$ cat config.mk
export PLATFORM = sky130hd
export DESIGN_NAME = pipe_stage_reg
export DESIGN_NICKNAME = d
export VERILOG_FILES = /design/src/rtl/pipe_stage_reg_pkg.sv /design/src/rtl/pipe_entry_reg.sv /design/src/rtl/pipe_stage_reg.sv
export SDC_FILE = /design/constraint.sdc
export NUM_CORES = 1
export LEC_CHECK = 0
export ABC_AREA = 1
export CAP_MARGIN = 20
export CORE_MARGIN = 1.5
export CORE_UTILIZATION = 54
export CTS_CLUSTER_SIZE = 10
export DETAILED_ROUTE_END_ITERATION = 6
export GPL_TIMING_DRIVEN = 0
export PLACE_DENSITY_LB_ADDON = 0.15
export SLEW_MARGIN = 30
export SYNTH_ARGS = -nofsm -noshare
export SYNTH_HDL_FRONTEND = slang
export SYNTH_SLANG_ARGS = --single-unit
$ cat constraint.sdc
create_clock -name Clk -period 3.4 [get_ports Clk]
set_input_delay 0.34 -clock Clk [delete_from_list [all_inputs] [get_ports Clk]]
set_output_delay 0.34 -clock Clk [all_outputs]
set_load 0.005 [all_outputs]
$ cat src/rtl/pipe_stage_reg_pkg.sv
// Shared constants for the pipeline-stage register: word size and FSM state encodings.
package pipe_stage_reg_pkg;

  localparam int unsigned WORD_SIZE = 16;

  localparam logic [1:0] ST_EMPTY = 2'd0;
  localparam logic [1:0] ST_ONE   = 2'd1;
  localparam logic [1:0] ST_TWO   = 2'd2;

endpackage

$ cat src/rtl/pipe_entry_reg.sv
// One pipeline entry {ctrl, data, rd}: clock-enabled, async-reset register.
// Ports:
//   clk_i, rst_ni          clock, async active-low reset (clears every field)
//   en_i                   load ctrl_i/data_i/rd_i on the rising edge
//   clr_i                  clear ctrl and rd only (wins over en_i); data is kept
//   ctrl_i, data_i, rd_i   entry payload in
//   ctrl_o, data_o, rd_o   stored entry
module pipe_entry_reg #(
  parameter int unsigned CTRL_W = 3,
  parameter int unsigned DW     = 48,
  parameter int unsigned REG_W  = 2
) (
  input  logic              clk_i,
  input  logic              rst_ni,
  input  logic              en_i,
  input  logic              clr_i,
  input  logic [CTRL_W-1:0] ctrl_i,
  input  logic [DW-1:0]     data_i,
  input  logic [REG_W-1:0]  rd_i,
  output logic [CTRL_W-1:0] ctrl_o,
  output logic [DW-1:0]     data_o,
  output logic [REG_W-1:0]  rd_o
);

  logic [CTRL_W-1:0] ctrl_q;
  logic [DW-1:0]     data_q;
  logic [REG_W-1:0]  rd_q;

  // Clearing only ctrl/rd is enough to turn the entry into a harmless bubble.
  always_ff @(posedge clk_i or negedge rst_ni) begin
    if (!rst_ni) begin
      ctrl_q <= '0;
      data_q <= '0;
      rd_q   <= '0;
    end else if (clr_i) begin
      ctrl_q <= '0;
      rd_q   <= '0;
    end else if (en_i) begin
      ctrl_q <= ctrl_i;
      data_q <= data_i;
      rd_q   <= rd_i;
    end
  end

  assign ctrl_o = ctrl_q;
  assign data_o = data_q;
  assign rd_o   = rd_q;

endmodule

$ cat src/rtl/pipe_stage_reg.sv
// Generic inter-stage latch with valid/ready flow control, optional skid entry,
// synchronous flush and bubble forcing.
// Ports:
//   Clk, Reset_N                   clock, async active-low reset
//   Flush                          synchronous flush, drops held and presented entries
//   In_Valid/In_Ready              upstream handshake
//   In_Ctrl, In_Data, In_Rd        upstream entry (data word 0 in LSBs)
//   Out_Valid/Out_Ready            downstream handshake
//   Out_Ctrl, Out_Data, Out_Rd     head entry (ctrl/rd are zero when Out_Valid=0)
//   Occupancy                      held entries, 0..2
module pipe_stage_reg
  import pipe_stage_reg_pkg::*;
#(
  parameter int unsigned CTRL_W   = 3,
  parameter int unsigned DATA_W   = WORD_SIZE,
  parameter int unsigned NUM_DATA = 3,
  parameter int unsigned REG_W    = 2,
  parameter int unsigned SKID     = 1
) (
  input  logic                       Clk,
  input  logic                       Reset_N,
  input  logic                       Flush,
  input  logic                       In_Valid,
  output logic                       In_Ready,
  input  logic [CTRL_W-1:0]          In_Ctrl,
  input  logic [NUM_DATA*DATA_W-1:0] In_Data,
  input  logic [REG_W-1:0]           In_Rd,
  output logic                       Out_Valid,
  input  logic                       Out_Ready,
  output logic [CTRL_W-1:0]          Out_Ctrl,
  output logic [NUM_DATA*DATA_W-1:0] Out_Data,
  output logic [REG_W-1:0]           Out_Rd,
  output logic [1:0]                 Occupancy
);

  localparam int unsigned DW = NUM_DATA * DATA_W;

  logic [1:0] state_q, state_d;
  logic       out_valid_q, out_valid_d;
  logic       in_ready_q, in_ready_d;
  logic       rst_done_q;

  logic accept, drain;
  logic main_en, main_clr, main_from_skid;
  logic skid_en, skid_clr;

  logic [CTRL_W-1:0] main_ctrl, skid_ctrl, main_ctrl_d;
  logic [DW-1:0]     main_data, skid_data, main_data_d;
  logic [REG_W-1:0]  main_rd, skid_rd, main_rd_d;

  // Skid mode: registered ready. Single-entry mode: ready whenever the head
  // leaves this cycle; rst_done_q holds ready low through reset.
  assign In_Ready = (SKID != 0) ? in_ready_q
                                : (rst_done_q & (~out_valid_q | Out_Ready));

  assign accept = In_Valid & In_Ready;
  assign drain  = out_valid_q & Out_Ready;

  // Next-state and entry-control decode.
  always_comb begin
    state_d        = state_q;
    main_en        = 1'b0;
    main_clr       = 1'b0;
    main_from_skid = 1'b0;
    skid_en        = 1'b0;
    skid_clr       = 1'b0;
    if (Flush) begin
      state_d  = ST_EMPTY;
      main_clr = 1'b1;
      skid_clr = 1'b1;
    end else begin
      case (state_q)
        ST_EMPTY: begin
          if (accept) begin
            state_d = ST_ONE;
            main_en = 1'b1;
          end
        end
        ST_ONE: begin
          if (accept && drain) begin
            main_en = 1'b1;
          end else if (accept) begin
            // Only reachable with the skid entry: head stalls, newcomer parks.
            state_d = ST_TWO;
            skid_en = 1'b1;
          end else if (drain) begin
            state_d  = ST_EMPTY;
            main_clr = 1'b1;
          end
        end
        ST_TWO: begin
          if (drain) begin
            state_d        = ST_ONE;
            main_en        = 1'b1;
            main_from_skid = 1'b1;
            skid_clr       = 1'b1;
          end
        end
        default: begin
          state_d  = ST_EMPTY;
          main_clr = 1'b1;
          skid_clr = 1'b1;
        end
      endcase
    end
  end

  assign out_valid_d = (state_d != ST_EMPTY);
  assign in_ready_d  = (state_d != ST_TWO);

  // State and handshake flags.
  always_ff @(posedge Clk or negedge Reset_N) begin
    if (!Reset_N) begin
      state_q     <= ST_EMPTY;
      out_valid_q <= 1'b0;
      in_ready_q  <= 1'b0;
      rst_done_q  <= 1'b0;
    end else begin
      state_q     <= state_d;
      out_valid_q <= out_valid_d;
      in_ready_q  <= in_ready_d;
      rst_done_q  <= 1'b1;
    end
  end

  assign main_ctrl_d = main_from_skid ? skid_ctrl : In_Ctrl;
  assign main_data_d = main_from_skid ? skid_data : In_Data;
  assign main_rd_d   = main_from_skid ? skid_rd   : In_Rd;

  pipe_entry_reg #(
    .CTRL_W (CTRL_W),
    .DW     (DW),
    .REG_W  (REG_W)
  ) u_main (
    .clk_i  (Clk),
    .rst_ni (Reset_N),
    .en_i   (main_en),
    .clr_i  (main_clr),
    .ctrl_i (main_ctrl_d),
    .data_i (main_data_d),
    .rd_i   (main_rd_d),
    .ctrl_o (main_ctrl),
    .data_o (main_data),
    .rd_o   (main_rd)
  );

  if (SKID != 0) begin : g_skid
    pipe_entry_reg #(
      .CTRL_W (CTRL_W),
      .DW     (DW),
      .REG_W  (REG_W)
    ) u_skid (
      .clk_i  (Clk),
      .rst_ni (Reset_N),
      .en_i   (skid_en),
      .clr_i  (skid_clr),
      .ctrl_i (In_Ctrl),
      .data_i (In_Data),
      .rd_i   (In_Rd),
      .ctrl_o (skid_ctrl),
      .data_o (skid_data),
      .rd_o   (skid_rd)
    );
  end else begin : g_no_skid
    assign skid_ctrl = '0;
    assign skid_data = '0;
    assign skid_rd   = '0;
  end

  // Head ctrl/rd are cleared on every transition to EMPTY, so bubbles are zero.
  assign Out_Valid = out_valid_q;
  assign Out_Ctrl  = main_ctrl;
  assign Out_Data  = main_data;
  assign Out_Rd    = main_rd;
  assign Occupancy = state_q;

endmodule

==> flow_summary.toml, run 1 <==
[floorplanning]
coreArea_um2 = 8760
die_y_um = 98.4
initial_core_util = 0.561
ios = 115
chipWidth_um = 98.4
dieArea_um2 = 9690
rows = 34

[critical_path]
cp_data_required_time_ps = 3710
cp_top_family = "buffers and inverters"
crit_path_cell_trace = "clkdlybuf4s50_1, nand2_1, a21oi_1, o21ai_4, inv_2, buf_2, nand2_1, nand2_1"
crit_slowest_cell = "clkdlybuf4s50_1"
crit_fanout = 10
cp_num_buf_inv = 3
critPathArrivalTime_ps = 2060
cp-end-kind = "flop"
critPathMostFrequentCell = "nand2_1"
worstSetupPathType = "input port to flop"
start_kind = "input port"
max_stage_delay_ps = 450

[placed_design]
post-place-ws_ps = 1270
gp_congestion = 0.770
dp_hpwl_mm = 8.24
port_buffers = 114

[route]
wl_per_cell_um = 13.2
dr.pass1.iters = 5
via_per_inst = 4.95
drt-total-wl_mm = 11.8
drc = 0
ant_nets = 0
drt_iter0_drc = 258
vias = 4418

[cells_and_area]
final_cell_mix = "nand2_1 (473), clkdlybuf4s50_1 (113), dfrtp_1 (110), nand3_1 (18), buf_2 (17)"
multi_input_area_um2 = 1950
layout-drive-gt1-share = 0.0701
seqCellArea_um2 = 2750
final_common_cell = "nand2_1"
nNetsFinal = 838
fill_cells = 692
diodes = 0
finish.utilization = 0.735
syn_to_final_growth_pct = 30.9

[yosys]
seq_area_frac_synth = 0.560
syn_area_um2 = 4920
ys_types = 18
synth_warnings = 0
avgSynthCellArea_um2 = 7.53
syn_nets = 711
syn-instance-count = 653
ys_seq_elements = 110

[global_route]
grt_pass1_vias = 4287
grt_overflow = 0
grt_usage = 0.255
grt_max_degree = 61
grt_pass1_wl_mm = 20.1
antenna_found_initial = 0

[clocking]
cts_tree = "built"
cts_setup_buffers = 0
cts_buffer_depth = 2
cts_sinks = 110
cts_buffers = 9
clockRootBuffer = "clkbuf_8"
ctsResizeCount = 0
clk_pin_slew_ps = 100
htreeDepth = 3
clkLatencyLatePin_ps = 370
postCtsHoldBufs = 1

[pwr]
combPwrFrac = 0.256
seq_power_share = 0.520
clock_power_share = 0.225
switching_share = 0.295
power.density_nw_per_um2 = 568
intPower_mw = 2.58
p_switching_mw = 1.08
p_leak_nw = 3.49
peakVddDrop_mv = 0.289

[sta]
hold_viol = 0
relSlewSlack = 0.673
layout_min_cycle_time_ps = 1750
period_share = 0.514
slew_violations = 0
setup_slack_ps = 1650
setup_viol = 0
finClkSkew_ps = 16.4
tightestPinTransition_ps = 491
rsz0062_at_grt = "no"
setup_tns_ps = 0
max_freq_mhz = 573

[min_path]
hp-class = "input port to asynchronous set/reset pin"

[run_status]
outcome = "complete, no violations"

[run]
drv_cap = 0
-- per-stage QoR --
| stage | total power, mW | area [um2] | hold slack (ps) | std cells |
|---|---|---|---|---|
| 2_1_floorplan | 2.30 | 4920 | 44.4 | 653 |
| 3_3_place_gp | 2.80 | 6190 | 461 | 875 |
| 3_5_place_dp | 2.86 | 6220 | 314 | 876 |
| 4_1_cts | 3.68 | 6440 | 483 | 893 |
| 5_1_grt | 3.89 | 6440 | 511 | 893 |
| 6_report | 3.65 | 6440 | 488 | 893 |
-- state kept, by name, indices dropped and copies added (netlist names) --
| name | count |
|---|---|
| In_Ready | 1 |
| Occupancy | 2 |
| Out_Valid | 1 |
| g_skid.u_skid.ctrl_o | 3 |
| g_skid.u_skid.data_o | 48 |
| g_skid.u_skid.rd_o | 2 |
| u_main.ctrl_o | 3 |
| u_main.data_o | 48 |
| u_main.rd_o | 2 |
-- metal layers --
layer	wire length [um]	part of all wire	track usage	vias to the layer above
li1	-	-	-	2217
met1	5250	0.45	0.357	2055
met2	5570	0.47	0.405	135
met3	815	0.069	0.0589	11
met4	125	0.011	0.0715	0
met5	0	0	0	-
-- final cells by class --
class | count | share of cell area
Buffer | 31 | 0.0278
Inverter | 9 | 0.00525
Multi-Input combinational cell | 503 | 0.303
Tap cell | 108 | 0.0210
Clock buffer | 10 | 0.0214
Clock inverter | 6 | 0.0105
Sequential cell | 110 | 0.428
Timing Repair Buffer | 116 | 0.183
-- logic make-up (layout without fill, tap and decap cells) --
logic type	count (synthesis)	in the layout	synth area share
AO/OA/AOI/OAI	4	4	0.00636
buffers and inverters	40	172	0.0432
flip-flops	110	110	0.560
AND/OR/NAND/NOR	499	499	0.391
-- Yosys cell counts --
| cell type | instances | area (um2) |
|---|---|---|
| nor2_2 | 2 | 12.5 |
| buf_2 | 17 | 85.1 |
| nand4_2 | 1 | 12.5 |
| nand3_1 | 18 | 90.1 |
| buf_4 | 7 | 52.6 |
| nand2_2 | 1 | 6.26 |
| o21ai_4 | 1 | 16.3 |
| clkbuf_1 | 5 | 18.8 |
| nand2_1 | 473 | 1780 |
| o21ai_0 | 2 | 10.0 |
| inv_1 | 4 | 15.0 |
| inv_2 | 5 | 18.8 |
| buf_6 | 2 | 22.5 |
| dfrtp_1 | 110 | 2750 |
| nand4_1 | 1 | 6.26 |
| nor2_1 | 2 | 7.51 |
| a21oi_1 | 1 | 5.00 |
| nor2_4 | 1 | 11.3 |
-- power by group through the flow --
stage	Sequential (mW)	Clock, mW	Combinational (mW)
2_1_floorplan	1.90	0	0.409
3_3_place_gp	1.90	0	0.903
3_5_place_dp	1.92	0	0.940
4_1_cts	1.90	0.834	0.949
5_1_grt	1.95	0.887	1.05
6_report	1.90	0.821	0.935
-- worst paths after layout --
check                                         startpoint                       end  slack, ps  depth (start not counted)
worst max-delay path                           Out_Ready         u_main.data_o[19]       1650                          8
worst min-delay path                             Reset_N         u_main.data_o[47]        490                          2
worst max register to register                 Out_Valid         u_main.data_o[19]       1690                          7
worst min register to register  g_skid.u_skid.data_o[41]  g_skid.u_skid.data_o[41]        490                          2
max in group asynchronous                        Reset_N  g_skid.u_skid.data_o[18]       2260                          3
min in group Clk                g_skid.u_skid.data_o[41]  g_skid.u_skid.data_o[41]        490                          2
Note: power is estimated with default switching activity, not from simulation.
==> run 2: changes to the inputs <==
--- a/config.mk
+++ b/config.mk
@@ -8,7 +8,7 @@
 export ABC_AREA = 1
 export CAP_MARGIN = 20
 export CORE_MARGIN = 1.5
-export CORE_UTILIZATION = 54
+export CORE_UTILIZATION = 45
 export CTS_CLUSTER_SIZE = 10
 export DETAILED_ROUTE_END_ITERATION = 6
 export GPL_TIMING_DRIVEN = 0
==> constraint.sdc (replaced) <==
create_clock -name Clk -period 1.43 [get_ports Clk]
set_input_delay 0.143 -clock Clk [delete_from_list [all_inputs] [get_ports Clk]]
set_output_delay 0.143 -clock Clk [all_outputs]
set_load 0.005 [all_outputs]
==> run 2 against run 1 <==
Net effect:
- the run now ends with setup timing left
- via count is 1.3% higher
- cell count rose by 5.2%
- sequential share of layout area decreased by 2.7 points
- power grew 140%
- clock power grew 110%
- utilization fell by 7.8 points
- critical path depth up 2
- sequential cell count is the same
- highest routed layer unchanged
==> flow_summary.toml, run 2 (synthesis results as in run 1) <==
[global_route]
grt_overflow = 0
grt_pass1_wl_mm = 20.1
antenna_found_initial = 0
grt_max_degree = 88
grt_pass1_vias = 4305
grt_usage = 0.219

[critical_path]
crit_fanout = 10
cp_data_required_time_ps = 1680
worstReg2RegStart = "Occupancy[0]"
r2r_setup_slack_ps = -50
r2r_cells = 10
start_kind = "flop"
critPathArrivalTime_ps = 1740
cp-end-kind = "flop"
rr_endpoint = "u_main.data_o[16]"
worstSetupPathType = "flop to flop"

[clocking]
cts_buffer_depth = 2
clockRootBuffer = "clkbuf_8"
htreeDepth = 3
cts_buffers = 9
cts_sinks = 110
clkLatencyLatePin_ps = 360
clk_pin_slew_ps = 100
cts_tree = "built"

[placed_design]
port_buffers = 114
gp_congestion = 0.817
dp_hpwl_mm = 8.26
dpl-instance-area_um2 = 6260
placed_cells = 904

[cells_and_area]
seqCellArea_um2 = 2750
nNetsFinal = 856
final_area_um2 = 6870
final_cell_mix = "nand2_1 (460), dfrtp_1 (109), clkdlybuf4s50_1 (94), buf_4 (19), nand3_1 (18)"
syn_to_final_growth_pct = 39.7
final_common_cell = "nand2_1"
fill_cells = 932
diodes = 0
layout-drive-gt1-share = 0.116
final_cells = 939
multi_input_area_um2 = 2030

[sta]
tightestPinTransition_ps = 452
hold_viol = 0
slew_violations = 0
setup_tns_ps = -1540
relSlewSlack = 0.699
setup_slack_ps = -53.8
hold_slack_ps = 193
setup_viol = 53
max_freq_mhz = 674
finClkSkew_ps = 13.2
layout_min_cycle_time_ps = 1480
rsz0062_at_grt = "yes"
period_share = 1.04

[floorplanning]
chipWidth_um = 108
initial_core_util = 0.470
ios = 115
rows = 37
die_y_um = 108
coreArea_um2 = 10500
dieArea_um2 = 11600

[route]
dr.pass1.iters = 4
drt_iter0_drc = 218
wl_per_cell_um = 12.9
ant_nets = 0
via_per_inst = 4.77
drt-total-wl_mm = 12.1
vias = 4476
drc = 0

[run_status]
violations = "setup timing"
outcome = "complete, but fails checks"

[pwr]
power.density_nw_per_um2 = 1260
peakVddDrop_mv = 0.716
p_leak_nw = 3.87
total_power_mw = 8.64

[min_path]
hp-class = "input port to asynchronous set/reset pin"

[run]
drv_cap = 0
[run 2: metrics by stage]
stage,utilization,worst slack [ps]
global placement,0.595,-4000
detailed placement,0.599,-600
floorplan,-,8.47
global route,0.657,-163
CTS,0.640,-65.5
finish,0.657,-53.8
[run 2: repair_timing]
item	CTS	global route
buffers inserted	11	9
pin swaps	2	5
gates cloned	1	0
hold buffers	1	0
setup endpoints to repair	108	128
resized for setup	56	42
endpoints found under the hold margin	110	0
[run 2: metal layers]
metal  up-vias  share of wire  global-route usage
met5         -              0                   0
met4         0         0.0078              0.0555
met3         8          0.056              0.0551
met2       120           0.48               0.353
met1      2093           0.46               0.298
li1       2255              -                   -
[run 2: power breakdown]
group	switching, mW	internal (mW)	leakage, nW
clock	1.06	0.704	0.0947
combinational	1.03	1.34	2.39
sequential	0.493	4.01	1.39
total	2.58	6.06	3.87
[run 2: worst max-delay path by stage]
stage            startpoint  cells after the start                  endpoint
2_1_floorplan  Occupancy[0]                     10          u_main.ctrl_o[0]
3_3_place_gp        Reset_N                      1  g_skid.u_skid.data_o[21]
3_5_place_dp      Out_Ready                      8         u_main.data_o[22]
4_1_cts        Occupancy[0]                     10         u_main.data_o[34]
5_1_grt        Occupancy[0]                     10         u_main.data_o[34]
6_report       Occupancy[0]                     10         u_main.data_o[16]
[run 2: worst max-delay path, cell delays in order, from the launching register on]
cell and delay, ps:
dfrtp_1 400, buf_6 150, inv_4 60, nand2_4 40, nor2_4 170, nand2_4 150
buf_6 180, nand2_1 60, nand2_1 60, nand2_2 50, nand2_1 50
[run 2: area by class of cell]
| cell class | instances | area share |
|---|---|---|
| buffer | 28 | 0.0424 |
| clock buffer | 11 | 0.0206 |
| clock inverter | 5 | 0.00583 |
| inverter | 9 | 0.00674 |
| multi-input combinational | 503 | 0.295 |
| sequential | 110 | 0.401 |
| tap | 136 | 0.0248 |
| timing repair buffer | 137 | 0.203 |
==> run 3: changes to the inputs <==
--- a/config.mk
+++ b/config.mk
@@ -9,7 +9,7 @@
 export CAP_MARGIN = 20
 export CORE_MARGIN = 1.5
 export CORE_UTILIZATION = 45
-export CTS_CLUSTER_SIZE = 10
+export CTS_CLUSTER_SIZE = 14
 export DETAILED_ROUTE_END_ITERATION = 6
 export GPL_TIMING_DRIVEN = 0
 export PLACE_DENSITY_LB_ADDON = 0.15
==> results of run 3 <==
Same layout as run 2: the final DEF is identical, and so are final timing and power.
